`src/rtl/apb_controller.sv`:
```
// APB master state machine of the AHB-to-APB bridge: turns each accepted AHB transfer
// into one APB SETUP/ACCESS transfer and reports completion back to the AHB side.
module apb_controller #(
  parameter int unsigned ADDR_W = 32,
  parameter int unsigned DATA_W = 32,
  parameter int unsigned NSEL   = 3
) (
  input  logic              HCLK,
  input  logic              HRESETn,
  input  logic              VALID,
  input  logic              HWRITE,
  input  logic [NSEL-1:0]   TSELx,
  input  logic [ADDR_W-1:0] TPADDR1,
  input  logic [ADDR_W-1:0] TPADDR2,
  input  logic [DATA_W-1:0] TPWDATA1,
  input  logic [DATA_W-1:0] PRDATA,
  input  logic              PREADY,
  output logic [NSEL-1:0]   PSEL,
  output logic              PENABLE,
  output logic              PWRITE,
  output logic [ADDR_W-1:0] PADDR,
  output logic [DATA_W-1:0] PWDATA,
  output logic              HREADYout,
  output logic [DATA_W-1:0] HRDATA,
  output logic [1:0]        HRESP
);

  typedef enum logic [2:0] {
    IDLE   = 3'd0,
    RWAIT  = 3'd1,
    WWAIT1 = 3'd2,
    WWAIT2 = 3'd3,
    SETUP  = 3'd4,
    ACCESS = 3'd5
  } state_e;

  state_e            state_q;
  logic [NSEL-1:0]   sel_q;
  logic              wr_q;
  logic [NSEL-1:0]   psel_q;
  logic              penable_q;
  logic              pwrite_q;
  logic [ADDR_W-1:0] paddr_q;
  logic [DATA_W-1:0] pwdata_q;

  logic mapped_c;
  logic done_c;
  logic accept_c;

  // Unmapped transfers run the full sequence but never wait for a slave.
  assign mapped_c = |sel_q;
  assign done_c   = (state_q == ACCESS) && (PREADY || !mapped_c);
  assign accept_c = ((state_q == IDLE) || done_c) && VALID;

  // Reset is active-high on HRESETn, matching the rest of the bridge.
  always_ff @(posedge HCLK or posedge HRESETn) begin
    if (HRESETn) begin
      state_q   <= IDLE;
      sel_q     <= '0;
      wr_q      <= 1'b0;
      psel_q    <= '0;
      penable_q <= 1'b0;
      pwrite_q  <= 1'b0;
      paddr_q   <= '0;
      pwdata_q  <= '0;
    end else begin
      case (state_q)
        IDLE: ;
        RWAIT: begin
          paddr_q   <= TPADDR1;
          pwrite_q  <= 1'b0;
          psel_q    <= sel_q;
          penable_q <= 1'b0;
          state_q   <= SETUP;
        end
        WWAIT1: state_q <= WWAIT2;
        // Write data arrives one cycle after the address, hence the extra wait state.
        WWAIT2: begin
          paddr_q   <= TPADDR2;
          pwdata_q  <= TPWDATA1;
          pwrite_q  <= 1'b1;
          psel_q    <= sel_q;
          penable_q <= 1'b0;
          state_q   <= SETUP;
        end
        SETUP: begin
          penable_q <= 1'b1;
          state_q   <= ACCESS;
        end
        ACCESS: begin
          if (done_c) begin
            psel_q    <= '0;
            penable_q <= 1'b0;
            state_q   <= IDLE;
          end
        end
        default: state_q <= IDLE;
      endcase
      // A new transfer overrides the IDLE return so back-to-back transfers need no gap.
      if (accept_c) begin
        sel_q   <= TSELx;
        wr_q    <= HWRITE;
        state_q <= HWRITE ? WWAIT1 : RWAIT;
      end
    end
  end

  assign PSEL      = psel_q;
  assign PENABLE   = penable_q;
  assign PWRITE    = pwrite_q;
  assign PADDR     = paddr_q;
  assign PWDATA    = pwdata_q;
  assign HREADYout = (state_q == IDLE) || done_c;
  assign HRDATA    = ((state_q == ACCESS) && !wr_q && mapped_c) ? PRDATA : '0;
  assign HRESP     = 2'b00;

endmodule

```
`config.mk`:
```
export PLATFORM = sky130hd
export DESIGN_NAME = apb_controller
export DESIGN_NICKNAME = d
export VERILOG_FILES = /design/src/rtl/apb_controller.sv
export SDC_FILE = /design/constraint.sdc
export NUM_CORES = 1
export LEC_CHECK = 0
export CORE_MARGIN = 3
export CORE_UTILIZATION = 23
export DETAILED_ROUTE_END_ITERATION = 10
export SYNTH_ARGS = -nofsm -noshare
export SYNTH_HDL_FRONTEND = slang
export SYNTH_SLANG_ARGS = --single-unit
```
`constraint.sdc`:
```
create_clock -name HCLK -period 3.5 [get_ports HCLK]
set_clock_uncertainty 0.05 [all_clocks]
set_input_delay 0.875 -clock HCLK [delete_from_list [all_inputs] [get_ports HCLK]]
set_output_delay 0.875 -clock HCLK [all_outputs]
set_load 0.01 [all_outputs]
```
### Yosys cells after proc, flatten, opt, wreduce, memory -nomap -nowiden

Cells that the tools add are included.

| word-level totals | value |
|---|---|
| flip-flop bits (word level) | 76 |
| word-level logic and storage cells | 43 |
| bits of input ports | 136 |

| cells by class | value |
|---|---|
| mux-type cells | 10 |
| equality and inequality tests | 8 |
| reduce and logical (&&, ||, !) cells | 17 |

Operators by type and width:

| operator | count |
|---|---|
| $pmux W32 S2 | 1 |
| $mux W32 | 1 |
| $pmux W3 S5 | 1 |
| $eq A3 B2 Y1 const B | 2 |
| $eq A3 B3 Y1 const B | 2 |
| $mux W3 | 2 |
| $pmux W3 S2 | 1 |
| $reduce_and A2 Y1 | 3 |
| $logic_and A1 B1 Y1 | 4 |
| $ne A2 B2 Y1 const B | 2 |
| $reduce_bool A2 Y1 | 2 |
| $eq A3 B1 Y1 const B | 1 |
| $logic_not A3 Y1 | 1 |
| $ne A3 B3 Y1 const B | 1 |
| $pmux W1 S3 | 1 |
| $reduce_bool A3 Y1 | 1 |
| $reduce_or A3 Y1 | 1 |
| $logic_not A1 Y1 | 2 |
| $logic_or A1 B1 Y1 | 2 |
| $mux W2 | 1 |
| $pmux W1 S2 | 1 |
| $reduce_or A2 Y1 | 1 |
| $mux W1 | 1 |

### Longest topological paths before layout

Gate-level depths: netlist (run 1).

| logic depth | value |
|---|---|
| word-level depth | 8 |
| gate-level depth with buffers | 6 |
| gate-level depth less buffers | 4 |

### Worst setup path after synthesis (run 1)

OpenSTA, ideal clock, no wires.

| timing path | value |
|---|---|
| path type | in2out |
| start | in PREADY |
| end | out HREADYout |
| arrival | 1.215 ns |
| path buffers | 0 |
| path slack | 1.360 ns |
| stages on the path | 2 |
| path through | o211ai_1 -> a21oi_1 |

| on the way | value |
|---|---|
| word-level cells in the longest chain between the ends | 3 |

Ends and longest elaborated chain:

| item | line | text |
|---|---|---|
| start: declaration | 17 | `input logic PREADY,` |
| $logic_or A1 B1 Y1 | 52 | `assign done_c = (state_q == ACCESS) && (PREADY \|\| !mapped_c);` |
| $logic_and A1 B1 Y1 | 52 |  |
| $logic_or A1 B1 Y1 | 113 | `assign HREADYout = (state_q == IDLE) \|\| done_c;` |
| end: declaration | 23 | `output logic HREADYout,` |

Every way passes these cells.

### Worst setup path after layout (run 1)

| timing path | value |
|---|---|
| start | reg state_q[2] |
| end | out HRDATA[6] |

| on the way | value |
|---|---|
| word-level cells in the longest chain between the ends | 4 |

Ends and longest elaborated chain:

| item | line | text |
|---|---|---|
| start: declaration | 37 | `state_e state_q;` |
| start signal: assignment | 103 | `state_q <= HWRITE ? WWAIT1 : RWAIT;` |
| $eq A3 B3 Y1 | 114 | `assign HRDATA = ((state_q == ACCESS) && !wr_q && mapped_c) ? PRDATA : '0;` |
| $logic_and A1 B1 Y1 (2 in a row) | 114 |  |
| $mux W32 | 114 |  |
| end: declaration | 24 | `output logic [DATA_W-1:0] HRDATA,` |

Every way passes these cells.

==> summary.txt, run 1 <==
RSZ-0062 raised after global routing - false
CTS tree - done
Cell Chain, Critical Path - nand2_2 > nor4b_4 > buf_4 > and2_1 > clkdlybuf4s50_1
Die width - 130 um
Crit path max-delay family - buffers and inverters
Fill count - 1,437
Reg2reg path depth - 4
Die area - 17,000 um2
Hold_sp - PADDR[15]
DR DRC count - 0
GPL Wtd Cong - 0.733
WP data required - 2570 ps
Post-layout min period - 3240 ps
First-pass DRT Iterations - 4
Reg-to-reg endpoint - wr_q
Largest net degree at the start of global routing - 50
Antenna Cells - 0
Max Slew Vio Count - 0
Reg-to-reg startpoint - state_q[2]
Critical-path top delay cell - dfrtp_1
Final cell count without fillers - 730
Cell Pwr Density - 756 nW/um2
Area contributors post-synth - dfrtp_1 53%, mux2i_1 9.0%, mux2_2 8.8%
Multi-input gate area - 1520 um2
Top-count cell post-synth - dfrtp_1
Post CTS Setup Buffer Count - 0
Die Ht - 130 um
Flops & latches, synth - 76
H-tree level count - 3
Slew of the pin with the lowest slew margin - 848 ps
Hold Fails Final Rpt - 0
DRT iter0 DRCs - 81
Starting Density - 24.0%
Peak supply drop - 254 uV
Layout Utilization - 42.7%
Setup TNS - 0 ps
Sequential standard cell area - 1900 um2
Num CTS Buffers - 9
Reg clk slew, reported paths - 60 ps
DP Wirelength - 8.29 mm
Via density - 4.21
CP Class - register to primary output
Mapped cell area - 3560 um2
WL per Instance - 14.4 um
Total congestion overflow - 0
Hold Path Stages - 2
Status - finished, final reports clean
Post-synthesis sequential area ratio - 53.4%
Share of layout cells above drive strength 1 - 10.6%
PortBufs - 237
Final net count - 678
Ys flop type - dfrtp_1
Pre-CTS setup slack - 269 ps
CTS root buf - clkbuf_16
Number of enable flip-flop cells after synthesis - 0
P_leak - 2.60 nW
CTS Hold Buffers Added - 0
Unique masters post-synth - 37
Max-cap violations - 0
Max incr delay on CP - 580 ps
R2R Setup Slk - 1420 ps
Max Root-Sink Buffers - 2
Routed Antenna Nets - 0
Area leader, netlist - dfrtp_1
Rows - 44
Area grow syn2layout - 78.2%
# clock sinks - 76
Total track usage - 11.7%
CTS resizes - 0
Dpl cells - 715
Setup crit end kind - primary output
Worst Path Buf+Inv - 2
WL final - 10.5 mm
First-pass GRT wire length - 15.3 mm
IO Pins - 240
Total power - 4.80 mW
Synth top area share - 53.4%
Final WS setup - 262 ps
Post-synth ARST share - 100%
Crit Path Max Fanout - 32
Fmax - 309 MHz
Synth top cells by count - 76 x dfrtp_1, 37 x nand2_1, 37 x o21ai_0
Hold Path End - PADDR[15]
Number of global-route vias before repair - 3,095
WP data arrival - 2310 ps
Hold Path Class - register to register
Initial antenna violation count - 1
Vias - 3,071
Clock latency on the worst-skew pair - 330 ps
Ys Warns - 0
Avg Synthesized Cell Area - 11.5 um2
Final Cycle Share - 92.5%
Post-synthesis instance total - 310
Final Setup Violations - 0
Total core area - 14,900 um2
Max-Slew Margin vs Limit - 43.5%
Setup crit start kind - register
worst min-delay path, cell delays in order, from the launching register on:
cell     delay (ps)
dfrtp_1         340
nand2_1          40
o21ai_0          60
layout by cell type (no fill, tap or decap), types with 2 or more instances in the layout:
cell type / instances
inv_1: 3
a21o_1: 2
a22o_1: 3
buf_4: 3
conb_1: 2
nand2_1: 37
and2_1: 32
mux2i_1: 32
nor2_1: 3
a21oi_1: 5
nor3_1: 4
dfrtp_1: 75
o21ai_0: 37
mux2_2: 28
clkinv_2: 3
mux2_4: 4
clkdlybuf4s50_1: 237
o211ai_1: 3
clkbuf_16: 9
final cells by class:
type	instances	share of cell area, %
clock buffer	11	3.82
multi-input combinational	210	23.9
clock inverter	4	0.414
inverter	4	0.256
tap	184	3.62
sequential	76	30.0
timing repair buffer	241	38.0
how the worst max path moves through the flow:
stage	endpoint	depth (start not counted)	slack (ps)	start
2_1_floorplan	PADDR[0]	1	640	HRESETn
3_3_place_gp	HREADYout	4	250	PREADY
3_5_place_dp	HREADYout	4	270	PREADY
4_1_cts	HRDATA[6]	5	220	state_q[2]
5_1_grt	HRDATA[6]	5	90	state_q[2]
6_report	HRDATA[6]	5	260	state_q[2]
logic make-up (layout without fill, tap and decap cells):
| family | count (synthesis) | count (layout) | share of synthesized area (%) |
|---|---|---|---|
| and+or+nand+nor | 86 | 86 | 13.3 |
| AOI/OAI and AO/OA | 57 | 57 | 9.13 |
| muxes | 65 | 65 | 19.8 |
| DFF | 76 | 76 | 53.4 |
| other | 1 | 2 | 0.105 |
| buffers and inverters | 25 | 260 | 4.25 |
metrics by stage:
step / hold slack [ps] / cell area [um2]
final: 429 / 6350
after CTS: 433 / 6350
after global placement: 412 / 6080
after floorplan: 461 / 3570
after global routing: 456 / 6350
after detailed placement: 420 / 6080
metal layers:
metal	GRT usage, %	share of wire (%)	wire, um	vias up
li1	-	-	-	1522
met1	12.8	38	4060	1409
met2	20.2	51	5400	128
met3	5.12	9.5	1000	10
met4	3.81	0.69	73	2
met5	0	0.11	12	-
report_power, final:
part / internal [mW] / switching (mW) / total (mW)
logic: 1.38 / 0.980 / 2.36
registers: 1.33 / 0.274 / 1.60
clock network: 0.495 / 0.347 / 0.842
total: 3.20 / 1.60 / 4.80
registers in the layout (all words and copies together), names as in the netlist:
register,flops
PADDR,32
PENABLE,1
PSEL,3
PWDATA,32
PWRITE,1
sel_q,3
state_q,3
wr_q,1
(Power assumes the default switching activity.)
==> run 2, diff against run 1 <==
--- a/config.mk
+++ b/config.mk
@@ -7,6 +7,7 @@
 export LEC_CHECK = 0
 export CORE_MARGIN = 3
 export CORE_UTILIZATION = 23
+export CTS_CLUSTER_SIZE = 30
 export DETAILED_ROUTE_END_ITERATION = 10
 export SYNTH_ARGS = -nofsm -noshare
 export SYNTH_HDL_FRONTEND = slang
==> results of run 2 <==
The final DEF is identical to that of run 1; final timing and power are the same.
==> RTL edit 1 (flow settings as in run 1) <==
The 6 states of `state_e` get a one-hot encoding in 6 bits.
--- a/src/rtl/apb_controller.sv
+++ b/src/rtl/apb_controller.sv
@@ -26,11 +26,11 @@
 );
 
-  typedef enum logic [2:0] {
-    IDLE   = 3'd0,
-    RWAIT  = 3'd1,
-    WWAIT1 = 3'd2,
-    WWAIT2 = 3'd3,
-    SETUP  = 3'd4,
-    ACCESS = 3'd5
+  typedef enum logic [5:0] {
+    IDLE   = 6'b000001,
+    RWAIT  = 6'b000010,
+    WWAIT1 = 6'b000100,
+    WWAIT2 = 6'b001000,
+    SETUP  = 6'b010000,
+    ACCESS = 6'b100000
   } state_e;
 
Check against the original RTL: no difference found for any inputs over 10 cycles, from zero or initial values and one cycle with HRESETn high; not proved beyond that.
==> RTL edit 1 against run 1 <==
  * Routed wire length increased by 5.7%
  * Design area is 4.1% higher
  * Total power fell by 8.3%
  * Combinational power shrank 19%
  * Largest power group unchanged
  * Setup slack got worse by 0.12 ns
  * Largest cell class unchanged
  * Sequential cell count up 3
  * Non-clock buffer count is 9 higher
  * Synthesized cell count rose by 0.65%
  * Area after synthesis increased by 0.21%
  * First-iteration DRC count is 12% higher
==> RTL edit 1: results (changes against run 1) <==
metric	value	unit	change
Critical Path Sink	HRDATA[2]		
status	finished, final reports clean		
Worst path slowest cell	or4_4		
Slew HR	28.8	%	-15 points
Worst R2R End	PADDR[21]		
HPWL Detailed	8630	um	+4.0%
Yosys cell types	33		-11%
layout cells sized above 1	15.0	%	+4.4 points
Metal-1 WL	4400	um	+8.4%
first-pass GRT wire length	16400	um	+7.2%
Hold Crit Endpoint	PADDR[8]		
area delta synth->final	85.1	%	
static leakage	3.52	nW	+35%
multi-input combinational area share	22.7	%	-1.2 points
Synth Area in Compound Gates	7.11	%	-2.0 points
Mapped Cells	312		+0.65%
top cells by area, synth	dfrtp_1 55%, mux2_2 11%, mux2i_1 9.0%		
buffer share of cell area	39.0	%	+0.98 points
Signal buffers	250		+3.7%
Met2 Wirelength	5720	um	+6.0%
final non-filler cell total	743		+1.8%
grt met2 use	21.2	%	+0.96 points
Seq/Total Area, Yosys	55.4	%	+2.0 points
worst vdd rail ir drop	0.000410	V	+61%
Reg2Reg Depth	6		+2
Placed Area	6170	um^2	+1.5%
RD Place Congestion	0.719		-1.9%
Final period util	95.9	%	+3.3 points
DR iter-0 viols	91		+12%
top layer in use	met4		
Multi-input comb cells	207		-1.4%
total number of vias	3125		+1.8%
drt total wl	11200	um	+5.7%
clock sink count	79		+3.9%
Reg area	1980	um^2	+4.0%
placed cells	721		+0.84%
mux contribution to synthesized area	20.3	%	+0.48 points
Logic inverters	8		+4
vias in the first global route	3225		+4.2%
GR Layer Usage met1	14.3	%	+1.4 points
flop-to-flop setup slack	1.17	ns	-0.25 ns
Post-synth top cells	78 x dfrtp_1, 40 x nand2_1, 36 x mux2_2, 36 x o21ai_0, 32 x mux2i_1		
fin nets	691		+1.9%
-- RTL edit 1: changes by cell type after synthesis, moves of 4 or more --
cell	delta
clkbuf_1	+5
inv_1	+4
and2_1	-12
and2_2	+12
mux2_4	-4
buf_6	-4
mux2_2	+8
-- RTL edit 1: repair_timing --
item	CTS	global route
resized for setup	4	35
gates cloned	1	1
hold buffers	0	0
endpoints found under the setup margin	32	31
setup buffers	0	5
-- RTL edit 1: where the power goes --
part	leakage (nW)	switching [mW]	total (mW)	internal [mW]
Clock	0.143	0.335	0.903	0.568
Combinational	2.43	0.749	1.90	1.15
Sequential	0.944	0.244	1.61	1.36
Total	3.52	1.33	4.41	3.08
-- RTL edit 1: critical path, delay by kind of cell, from the launching register on --
| family | cells | cell delay (ns) |
|---|---|---|
| flops | 1 | 0.43 |
| buf+inv | 4 | 0.67 |
| simple gates | 3 | 1.01 |
==> RTL edit 2 (settings of run 1) <==
Without the edit above. The parameter `DATA_W` goes from 32 to 24.
--- a/src/rtl/apb_controller.sv
+++ b/src/rtl/apb_controller.sv
@@ -3,5 +3,5 @@
 module apb_controller #(
   parameter int unsigned ADDR_W = 32,
-  parameter int unsigned DATA_W = 32,
+  parameter int unsigned DATA_W = 24,
   parameter int unsigned NSEL   = 3
 ) (
Interface: changed (resized HRDATA, PRDATA, PWDATA and TPWDATA1); port bits go from 240 to 208. The function was not compared with the original's and may differ.
==> RTL edit 2 against run 1 <==
  * Sequential share of layout area is 0.072 points lower
  * Largest cell class unchanged
  * Design area is 10% lower
  * Routed wire length is 12% lower
  * Critical path type is now input pin to output pin
  * Sequential cell count is 8 lower
  * Total power is 5.8% lower
  * Global-route usage is 0.19 points higher
  * Setup slack worse by 0.011 ns
  * First-iteration DRC count is 6.2% lower
  * Area after synthesis is 10% lower
==> RTL edit 2: results (changes against run 1) <==
metric	value	unit	change
crit path max fanout	4		-88%
Yosys cell types	31		-16%
H-tree depth	3		unchanged
Seq/Total Area, Yosys	53.3	%	-0.061 points
max reg flops	32		
antenna cells	0		unchanged
Power Internal	3.06	mW	-4.5%
Reg2Reg Depth	3		-1
initial antenna violation count	0		-1
P_clk	909	uW	+8.0%
HPWL Detailed	7130	um	-14%
Post-CTS Repair Setup Buffers	0		unchanged
first-pass GRT wire length	14200	um	-7.7%
WP data arrival	2.32	ns	
Metal-1 WL	3720	um	-8.2%
total power	4.52	mW	-5.8%
wire length per cell	14.2	um	-1.9%
top layer in use	met4		
largest net degree at the start of global routing	68		+36%
fillcell total	1301		-9.5%
worst slew pin tran	0.658	ns	-0.190 ns
Warnings, synthesis	0		unchanged
Fmax achieved	308	MHz	-0.35%
DR iter-0 viols	76		-6.2%
fin nets	596		-12%
worst vdd rail ir drop	0.000329	V	+29%
Comb power	2.20	mW	-7%
Via-to-Cell Ratio	4.18		-0.65%
number of clock buffers inserted by TritonCTS	9		unchanged
worst-skew pair later-pin latency	0.32	ns	
DP Worst Slack	0.270	ns	+0.00116 ns
RD Place Congestion	0.735		+0.29%
Post-synth top cells	68 x dfrtp_1, 35 x a21oi_1, 33 x nor2_1		
layout cells sized above 1	11.9	%	+1.2 points
Worst Hold Class	register to register		
router iterations before antenna repair	4		unchanged
hold-critical path depth	2		unchanged
Max Cap Viol	0		unchanged
cts repair resizes	0		unchanged
Met3 Routed Length	1200	um	+20%
Met2 Wirelength	4280	um	-21%
status	finished, final reports clean		
Max Buffers Root-to-Sink	2		unchanged
static leakage	2.33	nW	-10%
top cells by area, synth	dfrtp_1 53%, mux2i_1 10%, mux2_4 8.9%		
Global Route Usage Sum	11.9	%	+0.19 points
Synth async-reset ratio	100	%	unchanged
vias in the first global route	2876		-7.1%
clock-pin slew on the worst setup and hold paths	0.05	ns	
root buffer cell	clkbuf_16		
# port buffers	205		-14%
-- RTL edit 2: cell count changes after synthesis, moves of 15 or more --
cell,run 1,this run
mux2_4,4,19
mux2_2,28,8
o21ai_0,37,4
a21oi_1,5,35
nand2_1,37,8
nor2_1,3,33
-- RTL edit 2: cells by family (layout without fill, tap and decap cells) --
family | count (synthesis) | after routing | share of synthesized area, %
buf+inv | 23 | 230 | 4.31
flops | 68 | 68 | 53.3
other cells | 1 | 2 | 0.117
compound gates | 50 | 50 | 9.09
mux | 59 | 59 | 21.8
simple gates | 72 | 72 | 11.4
-- RTL edit 2: worst max-delay path: stages --
cell             delay (ns)
clkdlybuf4s50_1        0.56
o211ai_2               0.15
a21oi_1                0.18
clkdlybuf4s50_1        0.57
-- RTL edit 2: metal layers --
layer  global-route usage [%]  vias up
li1                         -     1347
met3                     4.77        9
met1                     14.3     1246
met4                     4.36        0
met2                     19.1      144
met5                        0        -
-- RTL edit 2: final cells by class --
type | count | area [um^2] | share of cell area [%]
clock buffers | 12 | 256 | 4.50
clock inverters | 4 | 47.5 | 0.835
inverters | 4 | 15.0 | 0.264
multi-input cells | 183 | 1370 | 24.0
flip-flops and latches | 68 | 1700 | 29.9
well taps | 176 | 220 | 3.87
repair buffers | 210 | 2090 | 36.7
-- RTL edit 2: final timing paths --
path,slack [ns],endpoint,startpoint
hold / removal,0.43,PWRITE,PWRITE
setup reg to reg,1.57,PWDATA[2],state_q[1]
setup / recovery,0.25,HREADYout,PREADY
max in group asynchronous,1.83,state_q[1],HRESETn
min in group asynchronous,0.82,PADDR[0],HRESETn
hold reg to reg,0.43,PWRITE,PWRITE
-- RTL edit 2: through the flow --
stage	std cells	cell area [um^2]
after CTS	657	5700
final	657	5700
after global routing	657	5700
after detailed placement	641	5390
after floorplan	274	3200
after global placement	641	5390
